### src/rtl/macbank_pkg.sv
// Shared constants and types for the MAC bank readout path: bank geometry,
// readout controller states and the streamed output word.
package macbank_pkg;

  localparam int N_LANES    = 32;
  localparam int ADDR_W     = 5;
  localparam int DATA_W     = 32;
  localparam int RD_LAT     = 2;
  localparam int FIFO_DEPTH = 4;

  typedef enum logic [2:0] {
    ST_IDLE  = 3'd0,
    ST_ARM   = 3'd1,
    ST_ISSUE = 3'd2,
    ST_DRAIN = 3'd3,
    ST_CLEAR = 3'd4
  } state_t;

  typedef struct packed {
    logic [DATA_W-1:0] data;
    logic [ADDR_W-1:0] idx;
    logic              last;
  } out_word_t;

endpackage

### src/rtl/mac_rd_fifo.sv
// Synchronous skid FIFO for readout words; the head is presented directly and
// the occupancy count feeds the issue-credit check in the controller.
module mac_rd_fifo #(
  parameter int WIDTH = 38,
  parameter int DEPTH = 4
) (
  input  logic                           clk,
  input  logic                           rst,
  input  logic                           wr_en,
  input  logic [WIDTH-1:0]               wr_data,
  input  logic                           rd_en,
  output logic [WIDTH-1:0]               rd_data,
  output logic                           valid,
  output logic [$clog2(DEPTH+1)-1:0]     count
);

  localparam int PTR_W = (DEPTH > 1) ? $clog2(DEPTH) : 1;
  localparam int CNT_W = $clog2(DEPTH + 1);

  logic [WIDTH-1:0] mem [DEPTH];
  logic [PTR_W-1:0] wr_ptr;
  logic [PTR_W-1:0] rd_ptr;
  logic             do_wr;
  logic             do_rd;

  assign do_wr   = wr_en && (count != CNT_W'(DEPTH));
  assign do_rd   = rd_en && (count != CNT_W'(0));
  assign rd_data = mem[rd_ptr];
  assign valid   = (count != CNT_W'(0));

  // Storage, pointers and occupancy; storage is zeroed on reset so the head reads 0
  always_ff @(posedge clk) begin
    if (rst) begin
      for (int i = 0; i < DEPTH; i++) begin
        mem[i] <= '0;
      end
      wr_ptr <= '0;
      rd_ptr <= '0;
      count  <= '0;
    end else begin
      if (do_wr) begin
        mem[wr_ptr] <= wr_data;
        wr_ptr      <= (wr_ptr == PTR_W'(DEPTH - 1)) ? '0 : wr_ptr + PTR_W'(1);
      end
      if (do_rd) begin
        rd_ptr <= (rd_ptr == PTR_W'(DEPTH - 1)) ? '0 : rd_ptr + PTR_W'(1);
      end
      case ({do_wr, do_rd})
        2'b10:   count <= count + CNT_W'(1);
        2'b01:   count <= count - CNT_W'(1);
        default: count <= count;
      endcase
    end
  end

endmodule

### src/rtl/mac_bank_reader.sv
// Readout controller for the RAM-based MAC bank: sweeps lanes 0..N_LANES-1 over
// the bank read port, streams tagged words over valid/ready, optionally clears.
module mac_bank_reader #(
  parameter int N_LANES    = 32,
  parameter int ADDR_W     = 5,
  parameter int DATA_W     = 32,
  parameter int RD_LAT     = 2,
  parameter int FIFO_DEPTH = 4
) (
  input  logic              clk,
  input  logic              rst,
  input  logic              start,
  input  logic              clr_en,
  output logic              busy,
  output logic              read,
  output logic [ADDR_W-1:0] rAddr,
  output logic              clr,
  input  logic [DATA_W-1:0] rData,
  output logic [DATA_W-1:0] dout,
  output logic [ADDR_W-1:0] dout_idx,
  output logic              dout_last,
  output logic              dout_valid,
  input  logic              dout_ready
);

  import macbank_pkg::state_t;
  import macbank_pkg::ST_IDLE;
  import macbank_pkg::ST_ARM;
  import macbank_pkg::ST_ISSUE;
  import macbank_pkg::ST_DRAIN;
  import macbank_pkg::ST_CLEAR;

  localparam int WORD_W = DATA_W + ADDR_W + 1;
  localparam int FCNT_W = $clog2(FIFO_DEPTH + 1);
  localparam int IF_W   = $clog2(RD_LAT + 1);
  localparam int CR_W   = FCNT_W + IF_W;
  localparam int CLR_W  = $clog2(N_LANES + 2);
  localparam logic [ADDR_W-1:0] LAST_IDX = ADDR_W'(N_LANES - 1);
  localparam logic [CLR_W-1:0]  CLR_END  = CLR_W'(N_LANES + 1);

  state_t              state;
  state_t              next_state;
  logic                issue;
  logic                accept;
  logic                has_credit;
  logic                pending;
  logic [IF_W-1:0]     inflight;
  logic                clr_latch;
  logic [CLR_W-1:0]    clr_cnt;
  logic [RD_LAT-1:0]   tag_valid;
  logic [ADDR_W-1:0]   tag_idx [RD_LAT];
  logic [FCNT_W-1:0]   fifo_count;
  logic [WORD_W-1:0]   fifo_wdata;
  logic [WORD_W-1:0]   fifo_rdata;
  logic                fifo_pop;

  assign accept     = (state == ST_IDLE) && start && (fifo_count == FCNT_W'(0));
  assign has_credit = (CR_W'(fifo_count) + CR_W'(inflight)) < CR_W'(FIFO_DEPTH);
  assign fifo_wdata = {rData, tag_idx[RD_LAT-1], (tag_idx[RD_LAT-1] == LAST_IDX)};
  assign {dout, dout_idx, dout_last} = fifo_rdata;
  assign fifo_pop   = dout_valid && dout_ready;

  // Tags in flight, and whether any will still be in flight after this edge
  always_comb begin
    inflight = '0;
    pending  = 1'b0;
    for (int i = 0; i < RD_LAT; i++) begin
      inflight = inflight + IF_W'(tag_valid[i]);
      pending  = pending | (tag_valid[i] & (i < RD_LAT - 1));
    end
  end

  // Next-state and issue decision
  always_comb begin
    next_state = state;
    issue      = 1'b0;
    case (state)
      ST_IDLE: begin
        if (accept) next_state = ST_ARM;
        else        next_state = ST_IDLE;
      end
      ST_ARM: begin
        issue      = 1'b1;
        next_state = ST_ISSUE;
      end
      ST_ISSUE: begin
        issue = has_credit;
        if (has_credit && (rAddr == LAST_IDX)) next_state = ST_DRAIN;
        else                                   next_state = ST_ISSUE;
      end
      ST_DRAIN: begin
        // leave as the final tag exits, so read drops with the last capture
        if (!pending) next_state = clr_latch ? ST_CLEAR : ST_IDLE;
        else          next_state = ST_DRAIN;
      end
      ST_CLEAR: begin
        if (clr_cnt == CLR_END) next_state = ST_IDLE;
        else                    next_state = ST_CLEAR;
      end
      default: begin
        next_state = ST_IDLE;
      end
    endcase
  end

  // State register, read address and registered bank-side control outputs
  always_ff @(posedge clk) begin
    if (rst) begin
      state     <= ST_IDLE;
      rAddr     <= '0;
      read      <= 1'b0;
      busy      <= 1'b0;
      clr       <= 1'b0;
      clr_latch <= 1'b0;
      clr_cnt   <= '0;
    end else begin
      state   <= next_state;
      read    <= (next_state == ST_ARM) || (next_state == ST_ISSUE) || (next_state == ST_DRAIN);
      busy    <= (next_state != ST_IDLE);
      clr     <= (next_state == ST_CLEAR) && (state != ST_CLEAR);
      clr_cnt <= (state == ST_CLEAR) ? clr_cnt + CLR_W'(1) : '0;
      if (accept) clr_latch <= clr_en;
      case (state)
        ST_ARM:   rAddr <= ADDR_W'(1);
        ST_ISSUE: begin
          if (issue && (rAddr != LAST_IDX)) rAddr <= rAddr + ADDR_W'(1);
        end
        ST_DRAIN: rAddr <= rAddr;
        default:  rAddr <= '0;
      endcase
    end
  end

  // Read-latency tag pipeline matching each issued index to its returning data
  always_ff @(posedge clk) begin
    if (rst) begin
      tag_valid <= '0;
      for (int i = 0; i < RD_LAT; i++) begin
        tag_idx[i] <= '0;
      end
    end else begin
      tag_valid[0] <= issue;
      tag_idx[0]   <= rAddr;
      for (int i = 1; i < RD_LAT; i++) begin
        tag_valid[i] <= tag_valid[i-1];
        tag_idx[i]   <= tag_idx[i-1];
      end
    end
  end

  mac_rd_fifo #(
    .WIDTH (WORD_W),
    .DEPTH (FIFO_DEPTH)
  ) u_fifo (
    .clk     (clk),
    .rst     (rst),
    .wr_en   (tag_valid[RD_LAT-1]),
    .wr_data (fifo_wdata),
    .rd_en   (fifo_pop),
    .rd_data (fifo_rdata),
    .valid   (dout_valid),
    .count   (fifo_count)
  );

endmodule

### config.mk
export PLATFORM = sky130hd
export DESIGN_NAME = mac_bank_reader
export DESIGN_NICKNAME = d
export VERILOG_FILES = /design/src/rtl/macbank_pkg.sv /design/src/rtl/mac_rd_fifo.sv /design/src/rtl/mac_bank_reader.sv
export SDC_FILE = /design/constraint.sdc
export NUM_CORES = 1
export LEC_CHECK = 0
export BUFFER_PORTS_ARGS = -buffer_cell sky130_fd_sc_hd__buf_2
export CORE_MARGIN = 2
export CORE_UTILIZATION = 31
export DETAILED_ROUTE_END_ITERATION = 7
export GPL_TIMING_DRIVEN = 0
export PLACE_DENSITY = 0.49
export SYNTH_ARGS = -nofsm -noshare
export SYNTH_HDL_FRONTEND = slang
export SYNTH_SLANG_ARGS = --single-unit
export TNS_END_PERCENT = 1
### constraint.sdc
create_clock -name clk -period 2.97 [get_ports clk]
set_input_delay 0.7425 -clock clk [delete_from_list [all_inputs] [get_ports clk]]
set_output_delay 0.7425 -clock clk [all_outputs]
set_load 0.02 [all_outputs]
Word level (Yosys, flattened, before mapping)
Memories as Yosys holds them, arrays and structs flattened. A register that Yosys moved wholly into a read port is not among the register bits.
Cells that the tools add are included.
{"block": "classes", "n_addsub": 8, "n_lt_le_gt_ge": 1, "n_eq_ne": 19, "muxes": 25, "n_bitwise": 4, "reduce_logical": 18}
{"operator": "2-to-1 mux 38 bit", "n": 1}
{"operator": "OR reduction 38 bit", "n": 1}
{"operator": "2-to-1 mux 5 bit", "n": 3}
{"operator": "case mux 3 bit (5 select lines)", "n": 1}
{"operator": "case mux 5 bit (3 select lines)", "n": 1}
{"operator": "== test 3 x 2 -> 1 bit, second input constant", "n": 4}
{"operator": "== test 5 bit, second input constant", "n": 2}
{"operator": "2-to-1 mux 2 bit", "n": 5}
{"operator": "2-to-1 mux 1 bit", "n": 9}
{"operator": "2-to-1 mux 3 bit", "n": 3}
{"operator": "logical AND 1 bit", "n": 8}
{"operator": "adder 6 x 1 -> 6 bit, second input constant", "n": 1}
{"operator": "== test 2 bit, second input constant", "n": 3}
{"operator": "== test 3 x 1 -> 1 bit, second input constant", "n": 2}
{"operator": "== test 3 bit, second input constant", "n": 2}
{"operator": "== test 6 bit, second input constant", "n": 1}
{"operator": "zero test 3 bit", "n": 2}
{"operator": "!= test 3 bit, second input constant", "n": 2}
{"operator": "case mux 3 bit (2 select lines)", "n": 1}
{"operator": "nonzero test 3 bit", "n": 2}
{"operator": "adder 5 x 1 -> 5 bit, second input constant", "n": 1}
{"operator": "!= test 5 bit, second input constant", "n": 1}
{"operator": "adder 2 x 1 -> 2 bit, second input constant", "n": 2}
{"operator": "adder 3 x 2 -> 4 bit", "n": 1}
{"operator": "other kinds (13)", "n": 16}
{"block": "word_totals", "regBits": 27, "ramBits": 162, "in_bits": 37, "output_inout_bits": 47, "memories": 2}
{"memory": "u_fifo.mem", "words": 4, "width": 38, "rd": 1, "rd_ports_with_merged_regs": 1, "wr": 4, "line_no": "mac_rd_fifo.sv:20", "rtl": "logic [WIDTH-1:0] mem [DEPTH];"}
{"memory": "tag_idx", "words": 2, "width": 5, "rd": 2, "rd_ports_with_merged_regs": 0, "wr": 2, "line_no": "mac_bank_reader.sv:51", "rtl": "logic [ADDR_W-1:0] tag_idx [RD_LAT];"}

Depth between registers and ports, before layout
Gate-level depths: netlist (run 1).
{"block": "depth", "depth_word": 9, "ltp_mapped": 10, "ltp_nobuf": 10}

Cells and area by module
Synthesis (run 1) repeated with hierarchy kept, for this count alone.
{"block": "unflattened", "hier_cells": 526, "area_unflattened_um2": 8131.5}
{"mod": "mac_rd_fifo", "instances": 1, "cells_each": 418, "area_per_inst_um2": 7021.7, "seq_area_each_um2": 4744.6}
{"mod": "mac_bank_reader", "instances": 1, "cells_each": 108, "area_per_inst_um2": 1109.8, "seq_area_each_um2": 600.6}

Worst setup path before layout (run 1)
OpenSTA, ideal clock, no wires.
{"block": "synth_timing", "path_type": "register to register", "startpoint": "register u_fifo.count[2]", "endpoint": "memory u_fifo.mem[3][0] (enable)", "setup_ps": 441, "arrival_time_ps": 2550, "path_slack_ps": -21, "stages_incl_launch_ff": 4, "period_less_slack_ps": 2991, "cell_sequence": "dfxtp_1 nor3b_2 nand2b_1 o21bai_1"}
{"item": "start, declared", "line_no": "mac_rd_fifo.sv:14", "rtl": "output logic [$clog2(DEPTH+1)-1:0] count"}
{"item": "start signal, assigned", "line_no": "mac_rd_fifo.sv:49", "rtl": "2'b10: count <= count + CNT_W'(1);"}
{"item": "start signal, assigned", "line_no": "mac_rd_fifo.sv:50", "rtl": "2'b01: count <= count - CNT_W'(1);"}
{"item": "start signal, assigned", "line_no": "mac_rd_fifo.sv:51", "rtl": "default: count <= count;"}
{"item": "end, declared", "line_no": "mac_rd_fifo.sv:20"}

==> flow_summary.json, run 1 <==
{
  "cts_tree": "done",
  "syn_inst": 530,
  "hp-start": "tag_idx[0][1]$_SDFF_PP0_",
  "min_path_cells": 1,
  "finalSetupViolCount": 0,
  "clock_sinks": 191,
  "slew_headroom": 0.201,
  "h-tree-depth": 4,
  "reg2reg_slack_ps": 280,
  "fin_crit_sh": 0.938,
  "multi_input_area_sq_mm": 0.00259,
  "leakagePower_uw": 0.00359,
  "cts_root_buf": "clkbuf_16",
  "dp_slack_ps": -325,
  "num-fill-cells": 2486,
  "status": "complete, no violations",
  "start_util": 0.313,
  "hold_ws_ps": 439,
  "cts_buffer_depth": 2,
  "post-route-util": 0.369,
  "seq_area_sq_mm": 0.00535,
  "post_synth_num_cell_types": 44,
  "synth-async-reset-ratio": 0,
  "grt_pass1_wl_um": 26400,
  "ys.flop_type": "edfxtp_1",
  "via_per_inst": 4.61,
  "worst_skew_pair.late_latency_ps": 440,
  "tightest_slew_ps": 1200,
  "ir_worst_vdd_uv": 375,
  "routed_wl_um": 17500,
  "cts_buffers": 17,
  "area_delta_synth_final_pct": 18.1,
  "worst_slack_ps": 184,
  "synth_largest_area_cell": "edfxtp_1",
  "grt_util_all_layers": 0.133,
  "io_pins": 84,
  "cts_repair_resize_count": 6,
  "gr-total-overflow": 0,
  "drive_gt1_frac": 0.279,
  "grt_pass1_vias": 4719,
  "rsz0062_at_grt": "no",
  "cts_hold_buf": 0,
  "yosys-top-cells-count": "152 x edfxtp_1, 148 x and2_1, 39 x dfxtp_1",
  "max_cap_violations": 0,
  "fp.dieW_um": 165,
  "wire_per_inst_um": 17.8,
  "skew_ps": 13.8,
  "grt_antenna_before_repair": 3,
  "die_area_sq_mm": 0.0274,
  "clkSlewWorstSetupHoldPaths_ps": 70,
  "fmax_ghz": 0.359,
  "synth_area_per_cell_sq_um": 15.3,
  "final-hold-violation-count": 0,
  "synth_edf_count": 152,
  "core_sq_mm": 0.0258,
  "hold_class": "reg -> reg",
  "ys_seq_elements": 191,
  "synth_top_area_share": 0.565,
  "worstHoldEndpoint": "tag_idx[0][6]$_SDFF_PP0_",
  "gp_congestion": 0.705,
  "row_count": 59,
  "power_density_mw_per_mm2": 650,
  "drtPass1Iterations": 4,
  "end_kind": "output port",
  "grt_max_degree": 39,
  "yosysWarnings": 0,
  "vias": 4533,
  "postCtsSetupBuffers": 0,
  "io_buffers": 82,
  "worstPathArrival_ps": 2040,
  "critical_path_required_ps": 2230,
  "r2r_end": "u_fifo.mem[1][23]$_SDFFCE_PN0P_",
  "crit_path_max_fanout": 10,
  "maxSlewViolCount": 0,
  "dpl.hpwl_um": 10900,
  "yosysSeqAreaShare": 0.661,
  "die_h_um": 165,
  "syn_nets": 576,
  "r2r-start": "u_fifo.count[2]$_SDFFE_PP0P_",
  "cp-start-kind": "flip-flop",
  "drtIter0Drc": 325,
  "yosysMostFrequentCell": "edfxtp_1",
  "syn_area_sq_mm": 0.00808,
  "crit_type": "reg -> out",
  "ys_top_cells_by_area": "edfxtp_1 56%, and2_1 11%, mux4_2 11%",
  "nNetsFinal": 678,
  "ant_nets": 0,
  "period_minus_slack_ps": 2790,
  "drc": 0,
  "reg2reg_depth": 4
}
[worst max path at each step]
stage | start | endpoint | slack [ps] | cells past startpoint
6_report | flip-flop | dout[22] | 180 | 4
4_1_cts | flip-flop | dout[22] | 120 | 4
5_1_grt | rst | u_fifo.mem[1][21]$_SDFFCE_PN0P_ | 7 | 5
3_3_place_gp | rst | u_fifo.mem[1][22]$_SDFFCE_PN0P_ | -340 | 5
2_1_floorplan | rst | u_fifo.mem[2][0]$_SDFFCE_PN0P_ | 430 | 6
3_5_place_dp | rst | u_fifo.mem[1][19]$_SDFFCE_PN0P_ | -320 | 5
[area by class of cell]
class | instances | share of cell area
diodes | 3 | 0.000786
plain buffers | 27 | 0.0157
clock buffers | 18 | 0.0450
clock inverters | 14 | 0.0161
inverters | 6 | 0.00236
multi-input cells | 306 | 0.271
flip-flops and latches | 191 | 0.560
well taps | 335 | 0.0439
repair buffers | 83 | 0.0451
[placed cells by master, fill, tap and decap left out, drive strengths merged, types with 2 or more instances in the layout]
master and n:
mux4 38, inv 12, buf 94, clkinv 5, xnor2 2, dfxtp 39, a21oi 10, a311oi 2
nand3 9, nor2 20, or2 5, and3 2, nor4b 2, nor3 3, mux2i 3, ha 8
nor3b 2, and2 148, bufinv 2, xor2 5, nor4 2, o21ai 5, nor2b 12, edfxtp 152
nand2 11, clkbuf 34, or3 5, nand2b 2, diode 3
[state kept, by name (all words and copies together) (netlist names), named ones only]
name and cells:
u_fifo.count 3, busy 1, tag_valid 2, clr_latch 1, u_fifo.mem 152, tag_idx 10
rAddr 5, state 3, read 1, u_fifo.rd_ptr 2, clr 1, u_fifo.wr_ptr 2
clr_cnt 6
[layer usage]
layer,global-route usage,wire (um),vias to the layer above
met5,0,0,-
met1,0.160,7350,2286
met4,0.0384,274,0
met3,0.0365,910,22
met2,0.235,8960,95
li1,-,-,2130
[power breakdown]
| part | switching [uW] | internal [uW] |
|---|---|---|
| clock | 1010 | 1260 |
| combinational | 507 | 352 |
| sequential | 59.8 | 3020 |
[per-stage QoR]
step                TNS [ps]  area [sq um]  total power, uW  instances
floorplan                  0          8090             3710        530
CTS                        0          9540             6280        980
global route               0          9540             6450        982
detailed placement    -29700          8940             4020        948
finish                     0          9550             6200        983
global placement      -43060          8920             3990        947
[worst max-delay path, stage by stage (launching register included)]
cell and delay, ps:
dfxtp_1 330, buf_4 240, buf_4 290, mux4_2 560, buf_2 180
[kinds of logic (layout without fill, tap and decap cells)]
| group | count (synthesis) | count (layout) | synth area share |
|---|---|---|---|
| and+or+nand+nor | 228 | 228 | 0.170 |
| DFF | 191 | 191 | 0.661 |
| muxes | 41 | 41 | 0.110 |
| buffers and inverters | 33 | 148 | 0.0200 |
| AOI/OAI and AO/OA | 21 | 21 | 0.0164 |
| adders and majority gates | 9 | 9 | 0.0149 |
| xor gates and xnor gates | 7 | 7 | 0.00759 |
| other | 0 | 3 | 0 |
Power figures use the tool's default switching activity.
==> inputs of run 2 (changes only) <==
- PLACE_DENSITY: 0.49 -> 0.58
==> run 2 against run 1 <==
  * Sequential share of layout area rose by 0.24 points
  * First-iteration DRC count decreased by 7.4%
  * Maximum frequency about the same
  * Clock power is 4% lower
  * Sequential cell count stayed put
  * Wire length is 5.8% lower
  * Final area is 0.42% lower
  * Setup slack worse by 1.1 ps
  * Sequential power hardly changed
  * Register-to-register slack improved by 130 ps
  * Die area unchanged
  * Largest cell class unchanged
  * Largest power group unchanged
==> flow_summary.json, run 2 (synthesis gave the netlist of run 1 again) <==
{
  "core_sq_mm": 0.0258,
  "nNetsFinal": 678,
  "drtPass1Iterations": 4,
  "clkSlewWorstSetupHoldPaths_ps": 70,
  "start_util": 0.313,
  "grt_max_degree": 39,
  "crit_path_max_incr_delay_ps": 550,
  "hold_ws_ps": 439,
  "die_h_um": 165,
  "grt_util_all_layers": 0.125,
  "leakagePower_uw": 0.00357,
  "internal_power_uw": 4470,
  "cts_tree": "done",
  "path_cells": "clkbuf_4 -> buf_4 -> mux4_2 -> buf_2",
  "slew_headroom": 0.241,
  "skew_ps": 9.58,
  "critical_path_required_ps": 2230,
  "clock_sinks": 191,
  "tightest_slew_ps": 1140,
  "netSwitchingFraction": 0.266,
  "final-hold-violation-count": 0,
  "worstPathArrival_ps": 2040,
  "p_sw_uw": 1620,
  "crit_type": "reg -> out",
  "row_count": 59,
  "critPathTopFamily": "buffers and inverters",
  "drtIter0Drc": 301,
  "wire_per_inst_um": 16.8,
  "via_per_inst": 4.45,
  "reg_top3": "u_fifo.mem (152), tag_idx (10), clr_cnt (6)",
  "combPwrFrac": 0.140,
  "max_cap_violations": 0,
  "largest-register": "u_fifo.mem",
  "cts_root_buf": "clkbuf_16",
  "seqPwrFrac": 0.505,
  "grt_pass1_wl_um": 25100,
  "maxSlewViolCount": 0,
  "grt_antenna_before_repair": 1,
  "setup_tns_ps": 0,
  "finalSetupViolCount": 0,
  "grt_pass1_vias": 4461,
  "path_buf_inv": 3,
  "n_antenna_cell": 0,
  "power_density_mw_per_mm2": 641,
  "area_delta_synth_final_pct": 17.6,
  "gp_congestion": 0.729,
  "status": "complete, no violations",
  "dpl.hpwl_um": 10400,
  "die_area_sq_mm": 0.0274,
  "cp-start-kind": "flip-flop",
  "drc": 0,
  "largest_reg_flops": 152,
  "io_buffers": 82,
  "period_minus_slack_ps": 2790,
  "worst_skew_pair.late_latency_ps": 430,
  "rsz0062_at_grt": "no",
  "reg2reg_slack_ps": 410,
  "layout_common_cells": "152 x edfxtp_1, 148 x and2_1, 87 x buf_2",
  "ant_nets": 0,
  "cts_buffers": 17,
  "routed_wl_um": 16500,
  "fmax_ghz": 0.359,
  "fp.dieW_um": 165,
  "drive_gt1_frac": 0.281,
  "p_clk_frac": 0.356,
  "vias": 4360,
  "gr-total-overflow": 0,
  "cts_buffer_depth": 2,
  "crit_slowest_cell": "mux4_2",
  "final_common_cell": "edfxtp_1",
  "fin_crit_sh": 0.938,
  "io_pins": 84,
  "crit_path_max_fanout": 10,
  "ir_worst_vdd_uv": 397,
  "end_kind": "output port",
  "h-tree-depth": 4,
  "hold_class": "reg -> reg"
}
run 2: changes by cell type in the layout (fill, tap and decap cells not counted):
cell,delta
clkbuf_1,-1
clkbuf_4,+1
diode_2,-3
bufinv_16,-2
clkinv_4,-2
clkinvlp_2,+1
clkinvlp_4,+1
inv_8,+4
buf_4,-1
inv_6,-1
run 2: stage by stage:
step	worst slack, ps	cells	power (uW)	util	area [sq um]
final	183	980	6090	0.368	9510
after global routing	41.5	980	6350	0.368	9510
after CTS	9.67	980	6170	0.368	9500
after detailed placement	-151	948	4000	0.346	8940
after global placement	-196	947	3990	0.345	8920
after floorplan	433	530	3710	-	8090
run 2: timing repair:
| item | in CTS | in global routing |
|---|---|---|
| hold endpoints to repair | 0 | 0 |
| endpoints found under the setup margin | 20 | 19 |
| setup buffers | 0 | 0 |
| gates resized for setup | 5 | 1 |
| hold buffers | 0 | 0 |
run 2: power groups by stage:
stage / Combinational (uW) / Sequential, uW / Clock (uW)
after global routing: 934 / 3090 / 2320
after detailed placement: 863 / 3140 / 0
after floorplan: 585 / 3130 / 0
final: 850 / 3080 / 2170
after CTS: 871 / 3080 / 2220
after global placement: 854 / 3140 / 0
run 2: final cells by class:
| type | count | area, sq um |
|---|---|---|
| timing repair buffer | 83 | 430 |
| clock inverter | 15 | 125 |
| clock buffer | 17 | 425 |
| inverter | 6 | 22.5 |
| buffer | 27 | 150 |
| tap | 335 | 419 |
| multi-input combinational | 306 | 2590 |
| sequential | 191 | 5350 |
| fill | 2464 | 16300 |
run 2: path summary, 6_finish.rpt:
check	depth (start not counted)	startpoint	endpoint
max	4	flip-flop	dout[14]
min	1	tag_idx[0][0]$_SDFF_PP0_	tag_idx[0][5]$_SDFF_PP0_
max reg2reg	5	u_fifo.count[2]$_SDFFE_PP0P_	u_fifo.mem[2][25]$_SDFFCE_PN0P_
min reg2reg	1	tag_idx[0][0]$_SDFF_PP0_	tag_idx[0][5]$_SDFF_PP0_
run 2: routing by layer:
metal / part of all wire / vias up / global-route usage / wire length (um)
met2: 0.49 / 79 / 0.211 / 8110
met1: 0.45 / 2131 / 0.160 / 7480
met4: 0.013 / 2 / 0.0357 / 208
met5: 0.00079 / - / 0 / 13
li1: - / 2127 / - / -
met3: 0.041 / 21 / 0.0317 / 678
